[config.mk]
export PLATFORM = sky130hd
export DESIGN_NAME = fwft_fifo_sdp_flat
export DESIGN_NICKNAME = d
export VERILOG_FILES = /design/src/rtl/fwft_fifo_sdp_if.sv /design/src/rtl/fwft_fifo_sdp.sv /design/src/flat_wrapper.sv
export SDC_FILE = /design/constraint.sdc
export NUM_CORES = 1
export LEC_CHECK = 0
export CELL_PAD_IN_SITES_DETAIL_PLACEMENT = 1
export CELL_PAD_IN_SITES_GLOBAL_PLACEMENT = 2
export CORE_ASPECT_RATIO = 1.4
export CORE_MARGIN = 3
export CORE_UTILIZATION = 51
export CTS_CLUSTER_SIZE = 24
export DETAILED_ROUTE_END_ITERATION = 6
export GPL_ROUTABILITY_DRIVEN = 0
export GPL_TIMING_DRIVEN = 0
export PLACE_DENSITY = 0.92
export SYNTH_ARGS = -nofsm -noshare
export SYNTH_HDL_FRONTEND = slang
export SYNTH_SLANG_ARGS = --single-unit
export TNS_END_PERCENT = 5
[constraint.sdc]
create_clock -name clk -period 9.72 [get_ports clk]
set_clock_uncertainty 0.2 [all_clocks]
set_input_delay 0.972 -clock clk [delete_from_list [all_inputs] [get_ports clk]]
set_output_delay 0.972 -clock clk [all_outputs]
set_load 0.005 [all_outputs]
[src/rtl/fwft_fifo_sdp_if.sv]
// rtl/fwft_fifo_sdp_if.sv - producer/consumer handshake bundle for fwft_fifo_sdp
interface fwft_fifo_sdp_if #(
    parameter int Dw = 8,
    parameter int Aw = 6
);
    logic          flush;
    logic [Dw-1:0] din;
    logic          din_valid;
    logic          din_ready;
    logic [Dw-1:0] dout;
    logic          dout_valid;
    logic          dout_ready;
    logic [Aw:0]   count;
    logic          almost_full;

    modport slave (
        input  flush, din, din_valid, dout_ready,
        output din_ready, dout, dout_valid, count, almost_full
    );

    modport master (
        output flush, din, din_valid, dout_ready,
        input  din_ready, dout, dout_valid, count, almost_full
    );
endinterface

[src/rtl/fwft_fifo_sdp.sv]
// rtl/fwft_fifo_sdp.sv - first-word-fall-through FIFO over a 1-cycle-latency dual-port RAM
module simple_dual_port_ram #(
    parameter int Dw = 8,
    parameter int Aw = 6
) (
    input  logic          clk,
    input  logic          we,
    input  logic [Aw-1:0] write_addr,
    input  logic [Dw-1:0] data,
    input  logic [Aw-1:0] read_addr,
    output logic [Dw-1:0] q
);
    logic [Dw-1:0] mem [2**Aw];

    // Same-address read/write returns the old word.
    always_ff @(posedge clk) begin
        if (we) begin
            mem[write_addr] <= data;
        end
        q <= mem[read_addr];
    end
endmodule

module fwft_fifo_sdp #(
    parameter int Dw       = 8,
    parameter int Aw       = 6,
    parameter int AFULL_TH = 2
) (
    input  logic               clk,
    input  logic               reset,
    fwft_fifo_sdp_if.slave     bus
);
    localparam logic [Aw:0] DEPTH = {1'b1, {Aw{1'b0}}};
    localparam logic [Aw:0] ONE   = {{Aw{1'b0}}, 1'b1};
    localparam logic [Aw:0] AF_TH = (Aw+1)'(AFULL_TH);
    localparam logic        AF_RST = (DEPTH <= AF_TH);

    logic [Aw:0]   wr_ptr, rd_ptr, wr_ptr_nxt, rd_ptr_nxt;
    logic [Aw:0]   count, count_nxt, free_nxt;
    logic          push, pop;
    logic          dout_valid_r, din_ready_r, almost_full_r;
    logic [Dw-1:0] q;

    assign push = bus.din_valid & din_ready_r;
    assign pop  = dout_valid_r & bus.dout_ready;

    // Read address looks one word ahead on a pop so q already holds the new head.
    assign rd_ptr_nxt = pop  ? rd_ptr + ONE : rd_ptr;
    assign wr_ptr_nxt = push ? wr_ptr + ONE : wr_ptr;

    always_comb begin
        count_nxt = count;
        if (push && !pop) begin
            count_nxt = count + ONE;
        end else if (pop && !push) begin
            count_nxt = count - ONE;
        end
    end

    assign free_nxt = DEPTH - count_nxt;

    always_ff @(posedge clk or negedge reset) begin
        if (!reset) begin
            wr_ptr        <= '0;
            rd_ptr        <= '0;
            count         <= '0;
            dout_valid_r  <= 1'b0;
            din_ready_r   <= 1'b1;
            almost_full_r <= AF_RST;
        end else if (bus.flush) begin
            wr_ptr        <= '0;
            rd_ptr        <= '0;
            count         <= '0;
            dout_valid_r  <= 1'b0;
            din_ready_r   <= 1'b1;
            almost_full_r <= 1'b0;
        end else begin
            wr_ptr        <= wr_ptr_nxt;
            rd_ptr        <= rd_ptr_nxt;
            count         <= count_nxt;
            // Compare against the pre-edge write pointer: a word written this
            // edge only becomes readable from the RAM one edge later.
            dout_valid_r  <= (rd_ptr_nxt != wr_ptr);
            din_ready_r   <= ((wr_ptr_nxt - rd_ptr_nxt) != DEPTH);
            almost_full_r <= (free_nxt <= AF_TH);
        end
    end

    simple_dual_port_ram #(
        .Dw(Dw),
        .Aw(Aw)
    ) u_ram (
        .clk       (clk),
        .we        (push & ~bus.flush),
        .write_addr(wr_ptr[Aw-1:0]),
        .data      (bus.din),
        .read_addr (rd_ptr_nxt[Aw-1:0]),
        .q         (q)
    );

    assign bus.dout        = q;
    assign bus.dout_valid  = dout_valid_r;
    assign bus.din_ready   = din_ready_r;
    assign bus.count       = count;
    assign bus.almost_full = almost_full_r;
endmodule

[src/flat_wrapper.sv]
// flat-port wrapper written by rule: the top's interface ports become plain ports
module fwft_fifo_sdp_flat 
#(
    parameter int Dw       = 8,
    parameter int Aw       = 6,
    parameter int AFULL_TH = 2
)
  (clk, reset, bus_flush, bus_din, bus_din_valid, bus_dout_ready, bus_din_ready, bus_dout, bus_dout_valid, bus_count, bus_almost_full);
  fwft_fifo_sdp_if #(.Dw(Dw), .Aw(Aw)) bus_i ();
  input  logic clk;
  input  logic reset;
  input wire logic [$bits(bus_i.flush)-1:0] bus_flush;
  input wire logic [$bits(bus_i.din)-1:0] bus_din;
  input wire logic [$bits(bus_i.din_valid)-1:0] bus_din_valid;
  input wire logic [$bits(bus_i.dout_ready)-1:0] bus_dout_ready;
  output wire logic [$bits(bus_i.din_ready)-1:0] bus_din_ready;
  output wire logic [$bits(bus_i.dout)-1:0] bus_dout;
  output wire logic [$bits(bus_i.dout_valid)-1:0] bus_dout_valid;
  output wire logic [$bits(bus_i.count)-1:0] bus_count;
  output wire logic [$bits(bus_i.almost_full)-1:0] bus_almost_full;
  assign bus_i.flush = bus_flush;
  assign bus_i.din = bus_din;
  assign bus_i.din_valid = bus_din_valid;
  assign bus_i.dout_ready = bus_dout_ready;
  assign bus_din_ready = bus_i.din_ready;
  assign bus_dout = bus_i.dout;
  assign bus_dout_valid = bus_i.dout_valid;
  assign bus_count = bus_i.count;
  assign bus_almost_full = bus_i.almost_full;
  fwft_fifo_sdp #(.Dw(Dw), .Aw(Aw), .AFULL_TH(AFULL_TH)) u_core (.clk(clk), .reset(reset), .bus(bus_i));
endmodule
After elaboration in Yosys (flattened, before gate mapping):

Memory sizes are Yosys's and may differ from the RTL's. A register that Yosys moved wholly into a read port is not among the register bits.
Cells that the tools add are included.

* bits in registers: 24
* RAM bits: 512
* input bits: 13
* output and inout bits: 18
* logic and storage cells: 36
* memories kept: 1

* add/sub/neg operators: 6
* magnitude comparators: 1
* eq/ne operators: 2
* multiplexer cells: 12
* bitwise operators: 4
* reductions and logical operators: 4

Memory list
* u_core.u_ram.mem: depth 64, bits a word 8, rd ports 1, clocked after memory_dff 1, wr ports 1, line fwft_fifo_sdp.sv:13 `logic [Dw-1:0] mem [2**Aw];`

Operators with widths (number)
* two-way mux 7 bit: 7
* adder 7 x 1 -> 7 bit (second input constant): 3
* <= comparator 7 x 2 -> 1 bit (second input constant): 1
* != test 7 bit: 1
* != test 7 bit (second input constant): 1
* subtractor 7 x 1 -> 7 bit (second input constant): 1
* subtractor 7 bit: 1
* subtractor 7 bit (first input constant): 1
* two-way mux 1 bit: 5
* bitwise AND 1 bit: 3
* logical AND 1 bit: 2
* zero test 1 bit: 2
* NOT 1 bit: 1

Longest topological paths before layout:

Gate-level depths: netlist of the first run.

* depth after elaboration: 8
* depth in mapped cells: 16
* gate-level depth less buffers: 12

By module:

From an unflattened synthesis of the first run, not the netlist that was laid out.

* cell total of the unflattened synthesis: 1141
* area total of the unflattened synthesis: 21993.6 µm²

Modules (own cells, without submodules)
* simple_dual_port_ram: times used 1, cells each 940, area an instance 20166.8 µm²
* fwft_fifo_sdp: times used 1, cells each 201, area an instance 1826.8 µm²

Worst setup path after synthesis of the first run:

No wires, ideal clock.

* path type: input-to-reg
* start point: in bus_dout_ready
* end point: reg u_core.din_ready_r, in the netlist u_core.bus.din_ready
* setup time: 85 ps
* arrival: 3445 ps
* slack: 5990 ps
* stages on the path: 13
* buffers on the path: 3
* cells stage by stage: buf_2 and3_1 xor2_1 inv_1 clkbuf_1 buf_1 ha_1 o21ai_0 nand2b_1 a21o_1 a21o_1 and3b_1 o221ai_1

* cells in the longest elaborated chain, start to end: 5

RTL lines
* start, declared: line flat_wrapper.sv:15 `input wire logic [$bits(bus_i.dout_ready)-1:0] bus_dout_ready;`
* bitwise AND 1 bit: line fwft_fifo_sdp.sv:45 `assign pop = dout_valid_r & bus.dout_ready;`
* two-way mux 7 bit: line fwft_fifo_sdp.sv:48 `assign rd_ptr_nxt = pop ? rd_ptr + ONE : rd_ptr;`
* subtractor 7 bit: line fwft_fifo_sdp.sv:84 `din_ready_r <= ((wr_ptr_nxt - rd_ptr_nxt) != DEPTH);`
* != test 7 bit: line fwft_fifo_sdp.sv:84
* two-way mux 1 bit: line fwft_fifo_sdp.sv:70 `end else if (bus.flush) begin`
* end signal, assigned: line fwft_fifo_sdp.sv:84
* end, declared: line fwft_fifo_sdp.sv:41 `logic dout_valid_r, din_ready_r, almost_full_r;`

No other way between the ends.

Final worst setup path of the first run:

* start point: reg u_core.rd_ptr[0]
* end point: reg u_core.din_ready_r, in the netlist u_core.bus.din_ready

* cells in the longest elaborated chain, start to end: 5

RTL lines
* start, declared: line fwft_fifo_sdp.sv:38 `logic [Aw:0] wr_ptr, rd_ptr, wr_ptr_nxt, rd_ptr_nxt;`
* start signal, assigned: line fwft_fifo_sdp.sv:79 `rd_ptr <= rd_ptr_nxt;`
* adder 7 x 1 -> 7 bit: line fwft_fifo_sdp.sv:48
* two-way mux 7 bit (*): line fwft_fifo_sdp.sv:48
* subtractor 7 bit (*): line fwft_fifo_sdp.sv:84
* != test 7 bit (*): line fwft_fifo_sdp.sv:84
* two-way mux 1 bit (*): line fwft_fifo_sdp.sv:70

Every way passes the cells marked *; elsewhere a longest branch is shown, timed or not.

==> impl_metrics.json, run 1 <==
{
  "run_status": "finished clean",
  "first_pass_grt_wire_length_microns": 96460,
  "rr_startpoint": "u_core.rd_ptr[0]$_DFF_PN0_",
  "clock_buffer_depth": 3,
  "fmaxAchievable_mhz": 203.6,
  "power_total_mw": 5.135,
  "vdd_drop_max_uv": 138.1,
  "clkTransAtPathRegs_ps": 70,
  "synth_enable_flop_cells": 512,
  "highest_count_cells_in_the_layout_ignoring_fill_and_taps": "sky130_fd_sc_hd__edfxtp_1 (512), sky130_fd_sc_hd__nand2_1 (187), sky130_fd_sc_hd__nor2_1 (106)",
  "synth_seq_area_share": 0.7333,
  "grt_util_all_layers": 0.2891,
  "drt_first_iter_violations": 1760,
  "coreArea_sq_um": 42430,
  "cts_tree": "done",
  "cp_max_fo": 10,
  "cts_hold_buffers": 0,
  "post_cts_buffers": 0,
  "numClockSinks": 544,
  "setup-violations-final": 0,
  "detailed_place_hpwl_microns": 44340,
  "maxSlewViolCount": 0,
  "postSynthNetCount": 1370,
  "floorplan.initialDensity": 0.5187,
  "grt_max_degree": 61,
  "placed_cell_area_sq_um": 23100,
  "number_of_nets_in_the_layout": 1460,
  "totalWireLength_microns": 65980,
  "maxCapViolCount": 0,
  "critical_path_class": "register to register",
  "setup_total_negative_slack_ps": 0,
  "post_drt_wl_per_cell_microns": 32.61,
  "power_density_nw_per_um2": 207.3,
  "io-pin-count": 31,
  "drtPass1Iterations": 7,
  "chipWidth_microns": 181.6,
  "htreeDepth": 2,
  "postSynth.topFlopCell": "sky130_fd_sc_hd__edfxtp_1",
  "synth-async-reset-ratio": 0.04412,
  "antenna_cells": 0,
  "layout_setup_ws_ps": 4807,
  "post_synth_inst_count": 1345,
  "critPathCapture": "u_core.bus.din_ready$_DFF_PN1_",
  "worst_slew_pin_slew_ps": 1269,
  "rr_endpoint": "u_core.bus.din_ready$_DFF_PN1_",
  "worstSetupEndpointType": "register",
  "clock-root-buffer": "sky130_fd_sc_hd__clkbuf_16",
  "port-buffer-count": 28,
  "min_period_ps": 4913,
  "crit_required_ps": 10010,
  "total_leakage_power_nw": 8.156,
  "layout_commonest_cell": "sky130_fd_sc_hd__edfxtp_1",
  "post_route_cells_drive_above_1_share": 0.1469,
  "synth.lib_cells_used.distinct": 68,
  "r2r.worst_path.cells": 13,
  "final_cells": 2023,
  "vias": 13340,
  "fp.dieArea_sq_um": 45710,
  "timing.reg2reg.setup_slack_ps": 4810,
  "syn2layout_area_growth_pct": 12.58,
  "post-route-drc-count": 0,
  "globalRouteOverflowTotal": 0,
  "antenna_found_initial": 1,
  "grt_pass1_vias": 14330,
  "synthesis.area_sq_um": 22010,
  "crit_path_start_kind": "register",
  "fin_area_sq_um": 24770,
  "post_drt_via_cell_ratio": 6.592,
  "slew_headroom": 0.1509,
  "die_height_microns": 251.8,
  "fin_worst_hold_slack_ps": 410.2,
  "class_of_the_worst_hold_path": "register to register",
  "placement_rows": 89,
  "post-route-period-util": 0.5054,
  "drtAntennaViolNets": 0,
  "post-place-cells": 1928,
  "syn-mean-instance-area_sq_um": 16.36,
  "rsz_0062_raised_after_global_routing": "no",
  "post_cts_resize_count": 0,
  "worstSkewPairLatency_ps": 600,
  "postSynthRegisterBits": 544,
  "critical_path_arrival_ps": 5200,
  "startpoint": "u_core.rd_ptr[0]$_DFF_PN0_",
  "yosys_warnings": 0,
  "postLayoutCoreUtil": 0.5839,
  "final_hold_viol_count": 0,
  "post-place-ws_ps": 4545,
  "numCtsBuffers": 51
}
==> how the worst min path moves through the flow <==
stage / cells after the start / from / end
5_1_grt: 1 / bus_din[5] / u_core.u_ram.mem[32][5]$_DFFE_PP_
4_1_cts: 2 / u_core.wr_ptr[6]$_DFF_PN0_ / u_core.wr_ptr[6]$_DFF_PN0_
2_1_floorplan: 2 / u_core.rd_ptr[6]$_DFF_PN0_ / u_core.rd_ptr[6]$_DFF_PN0_
6_report: 2 / u_core.rd_ptr[6]$_DFF_PN0_ / u_core.rd_ptr[6]$_DFF_PN0_
3_5_place_dp: 2 / u_core.wr_ptr[6]$_DFF_PN0_ / u_core.wr_ptr[6]$_DFF_PN0_
3_3_place_gp: 2 / u_core.wr_ptr[6]$_DFF_PN0_ / u_core.wr_ptr[6]$_DFF_PN0_
==> critical path, cell delays in order, from the launching register on <==
cell                       delay, ps
sky130_fd_sc_hd__dfrtp_1         450
sky130_fd_sc_hd__ha_1            300
sky130_fd_sc_hd__and3_1          210
sky130_fd_sc_hd__xor2_1          980
sky130_fd_sc_hd__inv_1           230
sky130_fd_sc_hd__clkbuf_1        510
sky130_fd_sc_hd__buf_1           490
sky130_fd_sc_hd__ha_1            440
sky130_fd_sc_hd__o21ai_0          90
sky130_fd_sc_hd__nand2b_1        130
sky130_fd_sc_hd__a21o_1          210
sky130_fd_sc_hd__a21o_1          190
sky130_fd_sc_hd__nor3_1          210
sky130_fd_sc_hd__o221ai_1        160
==> cell usage after synthesis (all sizes together) (10+ instances only) <==
cell / instances / area share
xnor2: 18 / 0.0072
buf: 40 / 0.011
a211oi: 14 / 0.0048
nor2: 106 / 0.018
nor4: 10 / 0.0028
ha: 12 / 0.0068
mux2i: 26 / 0.012
a21oi: 30 / 0.0068
clkbuf: 36 / 0.0061
nand2: 187 / 0.032
a32oi: 12 / 0.0048
nand3: 36 / 0.0082
a31oi: 17 / 0.0048
nand4: 12 / 0.0034
mux4: 84 / 0.086
nor3: 20 / 0.0045
and3: 19 / 0.0054
dfrtp: 23 / 0.026
edfxtp: 512 / 0.70
==> kinds of logic (layout without fill, tap and decap cells) <==
group / count (synthesis) / after routing / synth area share
xor+xnor: 27 / 27 / 0.01075
buf+inv: 86 / 218 / 0.01927
fa+ha+maj: 12 / 12 / 0.006823
flops: 544 / 544 / 0.7333
compound gates: 138 / 138 / 0.04469
mux: 113 / 113 / 0.09967
simple gates: 425 / 425 / 0.08551
==> registers in the layout, summed over array words and instances (netlist names) <==
register,count
u_core.bus.almost_full,1
u_core.bus.count,7
u_core.bus.din_ready,1
u_core.bus.dout_valid,1
u_core.rd_ptr,7
u_core.u_ram.mem,512
u_core.u_ram.q,8
u_core.wr_ptr,7
==> power breakdown <==
group          switching [mW]  internal (mW)
clock                   0.879           1.15
combinational           0.321          0.198
sequential             0.0112           2.58
total                    1.21           3.92
==> cell type report <==
class | instances | area (sq um)
repair buffers | 37 | 407.9
multi-input cells | 715 | 5445
inverters | 10 | 37.54
flip-flops and latches | 544 | 16140
clock buffers | 69 | 1404
clock inverters | 26 | 272.8
plain buffers | 76 | 386.6
fillers | 3826 | 17650
well taps | 546 | 683.2
==> routing by layer <==
| layer | GRT usage | vias up | wire [microns] |
|---|---|---|---|
| met1 | 0.3410 | 6882 | 22890 |
| met2 | 0.5046 | 766 | 33940 |
| met4 | 0.1540 | 2 | 4190 |
| met3 | 0.05307 | 245 | 4941 |
| li1 | - | 5440 | - |
| met5 | 0 | - | 17 |
No activity file was read; power rests on OpenSTA's default activity.
==> inputs of run 2 (changes only) <==
--- a/config.mk
+++ b/config.mk
@@ -9,12 +9,12 @@
 export CELL_PAD_IN_SITES_GLOBAL_PLACEMENT = 2
 export CORE_ASPECT_RATIO = 1.4
 export CORE_MARGIN = 3
-export CORE_UTILIZATION = 51
+export CORE_UTILIZATION = 43
 export CTS_CLUSTER_SIZE = 24
 export DETAILED_ROUTE_END_ITERATION = 6
 export GPL_ROUTABILITY_DRIVEN = 0
 export GPL_TIMING_DRIVEN = 0
-export PLACE_DENSITY = 0.92
+export PLACE_DENSITY = 0.84
 export SYNTH_ARGS = -nofsm -noshare
 export SYNTH_HDL_FRONTEND = slang
 export SYNTH_SLANG_ARGS = --single-unit
==> constraint.sdc (replaced) <==
create_clock -name clk -period 4.3 [get_ports clk]
set_clock_uncertainty 0.2 [all_clocks]
set_input_delay 0.43 -clock clk [delete_from_list [all_inputs] [get_ports clk]]
set_output_delay 0.43 -clock clk [all_outputs]
set_load 0.005 [all_outputs]
==> run 2 against run 1 <==
Maximum frequency rose by 13%. Routed wire length decreased by 3.1%. Register-to-register slack worse by 4800 ps. Clock-buffer cell count shrank 8. Highest routed layer is now met4. Critical path depth is 5 lower. Cell count increased by 4.6%. Final area rose by 0.48%. Sequential power increased by 130%. The flow now finishes with violations (negative setup slack). Setup slack worse by 4800 ps. First-iteration DRC count decreased by 32%. Die area grew 18%. Clock power is 120% higher.
==> impl_metrics.json, run 2 (synthesized netlist as in run 1, its figures left out) <==
{
  "grt_max_degree": 57,
  "post_drt_via_cell_ratio": 6.110,
  "power_density_nw_per_um2": 460.3,
  "crit_chain": "ha_1 > nand3_1 > nand2_1 > buf_1 > clkbuf_1 > mux2i_1 > a32o_1 > nor4_1",
  "critical_path_class": "register to register",
  "min-delay-start": "bus_din[3]",
  "clock_buffer_depth": 3,
  "io-pin-count": 31,
  "min_period_ps": 4341,
  "crit_required_ps": 4490,
  "rr_startpoint": "u_core.rd_ptr[0]$_DFF_PN0_",
  "clock-root-buffer": "sky130_fd_sc_hd__clkbuf_16",
  "slowest_stage": "sky130_fd_sc_hd__clkbuf_1",
  "grt_pass1_vias": 13530,
  "fp.dieArea_sq_um": 53970,
  "worstSetupEndpointType": "register",
  "crit_path_start_kind": "register",
  "chipWidth_microns": 197.2,
  "reg_with_most_ffs": "u_core.u_ram.mem",
  "numCtsBuffers": 49,
  "htreeDepth": 2,
  "globalRouteOverflowTotal": 0,
  "final_hold_viol_count": 0,
  "vdd_drop_max_uv": 272.7,
  "postLayoutCoreUtil": 0.4942,
  "drtAntennaViolNets": 0,
  "post_cts_buffers": 0,
  "power_total_mw": 11.46,
  "maxCapViolCount": 0,
  "total_leakage_power_nw": 8.152,
  "syn2layout_area_growth_pct": 13.12,
  "detailed_place_hpwl_microns": 43380,
  "port-buffer-count": 28,
  "worst_path_largest_cell_delay_ps": 840,
  "rsz_0062_raised_after_global_routing": "yes",
  "post-place-ws_ps": -563.1,
  "largestRegisters": "u_core.u_ram.mem x512, u_core.u_ram.q x8",
  "antenna_cells": 0,
  "antenna_found_initial": 0,
  "setup_total_negative_slack_ps": -40.79,
  "slew_headroom": 0.2073,
  "post_drt_wl_per_cell_microns": 30.20,
  "layout_commonest_cell": "sky130_fd_sc_hd__edfxtp_1",
  "layout_setup_ws_ps": -40.79,
  "startpoint": "u_core.rd_ptr[0]$_DFF_PN0_",
  "violated_checks": "negative setup slack",
  "fmaxAchievable_mhz": 230.4,
  "worst_slew_pin_slew_ps": 1185,
  "placement_rows": 97,
  "setup-violations-final": 1,
  "critical_path_arrival_ps": 4530,
  "highest_count_cells_in_the_layout_ignoring_fill_and_taps": "sky130_fd_sc_hd__edfxtp_1 (512), sky130_fd_sc_hd__nand2_1 (187), sky130_fd_sc_hd__nor2_1 (106)",
  "run_status": "finished with violations",
  "post-route-drc-count": 0,
  "first_pass_grt_wire_length_microns": 92400,
  "floorplan.initialDensity": 0.4369,
  "die_height_microns": 273.7,
  "worstSkewPairLatency_ps": 580,
  "fin_worst_hold_slack_ps": 44.83,
  "largest_register_ff_count": 512,
  "cp_max_fo": 10,
  "totalWireLength_microns": 63900,
  "class_of_the_worst_hold_path": "input pin to register",
  "drt_first_iter_violations": 1192,
  "maxSlewViolCount": 0,
  "number_of_nets_in_the_layout": 1459,
  "drtPass1Iterations": 5,
  "grt_util_all_layers": 0.2375,
  "post_route_cells_drive_above_1_share": 0.1507,
  "post-route-period-util": 1.009,
  "clkTransAtPathRegs_ps": 60,
  "coreArea_sq_um": 50370,
  "cts_tree": "done",
  "vias": 12930,
  "numClockSinks": 544
}
-- run 2: cell count changes in the layout (fill, tap and decap cells not counted), moves of 2 or more --
cell / delta
sky130_fd_sc_hd__clkbuf_1: -7
sky130_fd_sc_hd__clkbuf_2: +6
sky130_fd_sc_hd__clkbuf_8: -5
sky130_fd_sc_hd__buf_1: -3
sky130_fd_sc_hd__clkdlybuf4s15_2: +2
sky130_fd_sc_hd__dlygate4sd3_1: +2
-- run 2: timing repair --
action	in CTS	in global routing
cloned	0	0
endpoints found under the hold margin	16	0
setup endpoints to repair	9	3
hold buffers	2	0
gates resized for setup	8	7
-- run 2: layout make-up --
| cell class | instances | area (sq um) |
|---|---|---|
| tap | 643 | 804.5 |
| buffer | 76 | 409.1 |
| multi-input combinational | 715 | 5464 |
| inverter | 10 | 37.54 |
| fill | 4740 | 25470 |
| timing repair buffer | 38 | 427.9 |
| clock inverter | 29 | 311.5 |
| clock buffer | 61 | 1303 |
| sequential | 544 | 16140 |
-- run 2: metrics by stage --
step	instances	cell area, sq um
CTS	2116	24890
global route	2116	24890
finish	2116	24890
floorplan	1345	22010
global placement	2016	23090
detailed placement	2024	23220
-- run 2: path summary, 6_finish.rpt --
kind / slack, ps / cells after the start / endpoint
max: -40 / 8 / u_core.u_ram.q[5]$_DFF_P_
min: 40 / 1 / u_core.u_ram.mem[22][3]$_DFFE_PP_
max reg2reg: -40 / 8 / u_core.u_ram.q[5]$_DFF_P_
min reg2reg: 440 / 2 / u_core.bus.count[5]$_DFF_PN0_
max in group asynchronous: 2900 / 1 / u_core.bus.count[6]$_DFF_PN0_
min in group asynchronous: 280 / 1 / u_core.wr_ptr[0]$_DFF_PN0_
-- run 2: per-layer routing --
metal  share of wire  wire, microns  up-vias  track usage
met1            0.36          23160     6734       0.2871
li1                -              -     5430            -
met4           0.054           3441        0       0.1141
met5               0              0        -            0
met3           0.066           4224      170      0.03115
met2            0.52          33070      594       0.4203
-- run 2: critical path: cells and delay by family (launching register included) --
| kind | cells | cell delay (ps) |
|---|---|---|
| buffers and inverters | 2 | 1630 |
| AND/OR/NAND/NOR | 3 | 950 |
| flip-flops | 1 | 450 |
| AO/OA/AOI/OAI | 1 | 320 |
| adder cells (fa/ha/maj) | 1 | 310 |
| multiplexers | 1 | 290 |
-- run 2: where the power goes --
group,internal [mW],total [mW],switching (mW)
clock,2.52,4.45,1.93
combinational,0.450,1.16,0.710
sequential,5.82,5.84,0.0243
==> inputs of run 3 (changes only) <==
--- a/config.mk
+++ b/config.mk
@@ -14,6 +14,7 @@
 export DETAILED_ROUTE_END_ITERATION = 6
 export GPL_ROUTABILITY_DRIVEN = 0
 export GPL_TIMING_DRIVEN = 0
+export HOLD_SLACK_MARGIN = 0.08
 export PLACE_DENSITY = 0.84
 export SYNTH_ARGS = -nofsm -noshare
 export SYNTH_HDL_FRONTEND = slang
==> constraint.sdc (replaced) <==
create_clock -name clk -period 3.94 [get_ports clk]
set_clock_uncertainty 0.2 [all_clocks]
set_input_delay 0.394 -clock clk [delete_from_list [all_inputs] [get_ports clk]]
set_output_delay 0.394 -clock clk [all_outputs]
set_load 0.005 [all_outputs]
==> run 3 against run 2 <==
The run still ends with negative setup slack left. Routed wire length grew 0.26%. Largest power group unchanged. Combinational power increased by 10%. Clock-buffer cell count stayed put. Register-to-register slack improved by 30 ps. Worst hold slack better by 37 ps.
==> impl_metrics.json, run 3 (synthesized netlist as in run 1, its figures left out) <==
{
  "post_drt_wl_per_cell_microns": 30.24,
  "fp.dieArea_sq_um": 53970,
  "first_pass_grt_wire_length_microns": 92470,
  "crit_required_ps": 4230,
  "total_leakage_power_nw": 8.199,
  "fmaxAchievable_mhz": 253.3,
  "grt_util_all_layers": 0.2375,
  "die_height_microns": 273.7,
  "clkTransAtPathRegs_ps": 60,
  "power_density_nw_per_um2": 501.1,
  "antenna_cells": 0,
  "port-buffer-count": 28,
  "setup_total_negative_slack_ps": -7.144,
  "number_of_nets_in_the_layout": 1462,
  "worst_path_largest_cell_delay_ps": 930,
  "globalRouteOverflowTotal": 0,
  "min-delay-start": "bus_flush",
  "crit_chain": "ha_1 > nand3_1 > nand2_1 > clkbuf_1 > a211oi_1 > a311oi_1 > o32ai_1 > nor4_1 > a311o_1",
  "final_hold_viol_count": 0,
  "post_route_cells_drive_above_1_share": 0.1572,
  "vias": 13000,
  "floorplan.initialDensity": 0.4369,
  "startpoint": "u_core.rd_ptr[0]$_DFF_PN0_",
  "hold_depth": 2,
  "reg_with_most_ffs": "u_core.u_ram.mem",
  "r2r.worst_path.cells": 9,
  "run_status": "finished with violations",
  "multiInputGateArea_sq_um": 5477,
  "largest_register_ff_count": 512,
  "class_of_the_worst_hold_path": "input pin to register",
  "worst_slew_pin_slew_ps": 1188,
  "critical_path_class": "register to register",
  "grt_pass1_vias": 13560,
  "slowest_stage": "sky130_fd_sc_hd__clkbuf_1",
  "grt_max_degree": 57,
  "antenna_found_initial": 0,
  "drtAntennaViolNets": 0,
  "largestRegisters": "u_core.u_ram.mem x512, u_core.u_ram.q x8",
  "n_fill_cell": 4730,
  "totalWireLength_microns": 64070,
  "syn2layout_area_growth_pct": 13.46,
  "timing.reg2reg.setup_slack_ps": -7,
  "min_period_ps": 3947,
  "slew_headroom": 0.2054,
  "htreeDepth": 2,
  "drt_first_iter_violations": 1170,
  "numClockSinks": 544,
  "drtPass1Iterations": 6,
  "violated_checks": "negative setup slack",
  "timing.hold.worst_endpoint": "u_core.wr_ptr[2]$_DFF_PN0_",
  "rr_startpoint": "u_core.rd_ptr[0]$_DFF_PN0_",
  "crit_path_start_kind": "register",
  "vdd_drop_max_uv": 297.6,
  "placement_rows": 97,
  "post_drt_via_cell_ratio": 6.135,
  "rr_endpoint": "u_core.u_ram.q[6]$_DFF_P_",
  "post_cts_buffers": 0,
  "worstSetupEndpointType": "register",
  "cts_tree": "done",
  "critical_path_arrival_ps": 4240,
  "highest_count_cells_in_the_layout_ignoring_fill_and_taps": "sky130_fd_sc_hd__edfxtp_1 (512), sky130_fd_sc_hd__nand2_1 (187), sky130_fd_sc_hd__nor2_1 (106)",
  "coreArea_sq_um": 50370,
  "layout_setup_ws_ps": -7.144,
  "post-route-drc-count": 0,
  "rsz_0062_raised_after_global_routing": "yes",
  "cp_max_fo": 10,
  "post-route-period-util": 1.002,
  "worstSkewPairLatency_ps": 590,
  "setup-violations-final": 1,
  "clock_buffer_depth": 3,
  "post-place-ws_ps": -923.1,
  "io-pin-count": 31,
  "maxSlewViolCount": 0,
  "maxCapViolCount": 0,
  "numCtsBuffers": 49,
  "final-seq-area_sq_um": 16140,
  "layout_commonest_cell": "sky130_fd_sc_hd__edfxtp_1",
  "clock-root-buffer": "sky130_fd_sc_hd__clkbuf_16",
  "detailed_place_hpwl_microns": 43380,
  "chipWidth_microns": 197.2
}
[run 3: metal layers]
metal	global-route usage	vias to the layer above	routed length [microns]
li1	-	5433	-
met1	0.2876	6818	23450
met2	0.4201	580	33110
met3	0.03263	170	4156
met4	0.1117	0	3348
met5	0	-	0
[run 3: critical path: cells and delay by family, from the launching register on]
kind / cells / cell delay [ps]
buffers and inverters: 1 / 930
adders and majority gates: 1 / 310
and+or+nand+nor: 3 / 940
DFF: 1 / 440
AOI/OAI and AO/OA: 4 / 1030
[run 3: report_power, final]
part / leakage, nW / switching, mW / internal, mW
clock network: 0.784 / 2.11 / 2.75
registers: 5.00 / 0.0267 / 6.35
logic: 2.42 / 0.777 / 0.501
[run 3: worst max path at each step]
stage	to	slack, ps	depth (start not counted)
global route	u_core.u_ram.q[6]$_DFF_P_	-60	9
detailed placement	u_core.bus.din_ready$_DFF_PN1_	-920	13
floorplan	u_core.bus.din_ready$_DFF_PN1_	700	13
global placement	u_core.bus.din_ready$_DFF_PN1_	-830	13
CTS	u_core.bus.din_ready$_DFF_PN1_	0.1	15
finish	u_core.u_ram.q[6]$_DFF_P_	-7	9
[run 3: cell type report]
cell class                 count  area share
sequential                   544      0.6463
multi-input combinational    715      0.2193
clock buffer                  61     0.05216
tap                          643     0.03222
timing repair buffer          41     0.01834
buffer                        76     0.01769
clock inverter                29     0.01248
inverter                      10    0.001503
[run 3: timing repair]
| action | 4_1_cts | 5_1_grt |
|---|---|---|
| resized for setup | 25 | 14 |
| hold endpoints to repair | 60 | 0 |
| hold buffers | 5 | 0 |
| setup endpoints to repair | 10 | 7 |
[run 3: stage by stage]
step	std cells	hold WS, ps	util	instance area [sq um]	total power, mW
after global placement	2016	386.9	0.4585	23090	7.730
after floorplan	1345	-101.6	-	22010	7.237
final	2119	81.36	0.4957	24970	12.51
after global routing	2119	131.7	0.4957	24970	12.88
after CTS	2119	87.45	0.4952	24940	12.55
after detailed placement	2024	425.9	0.4610	23220	7.763
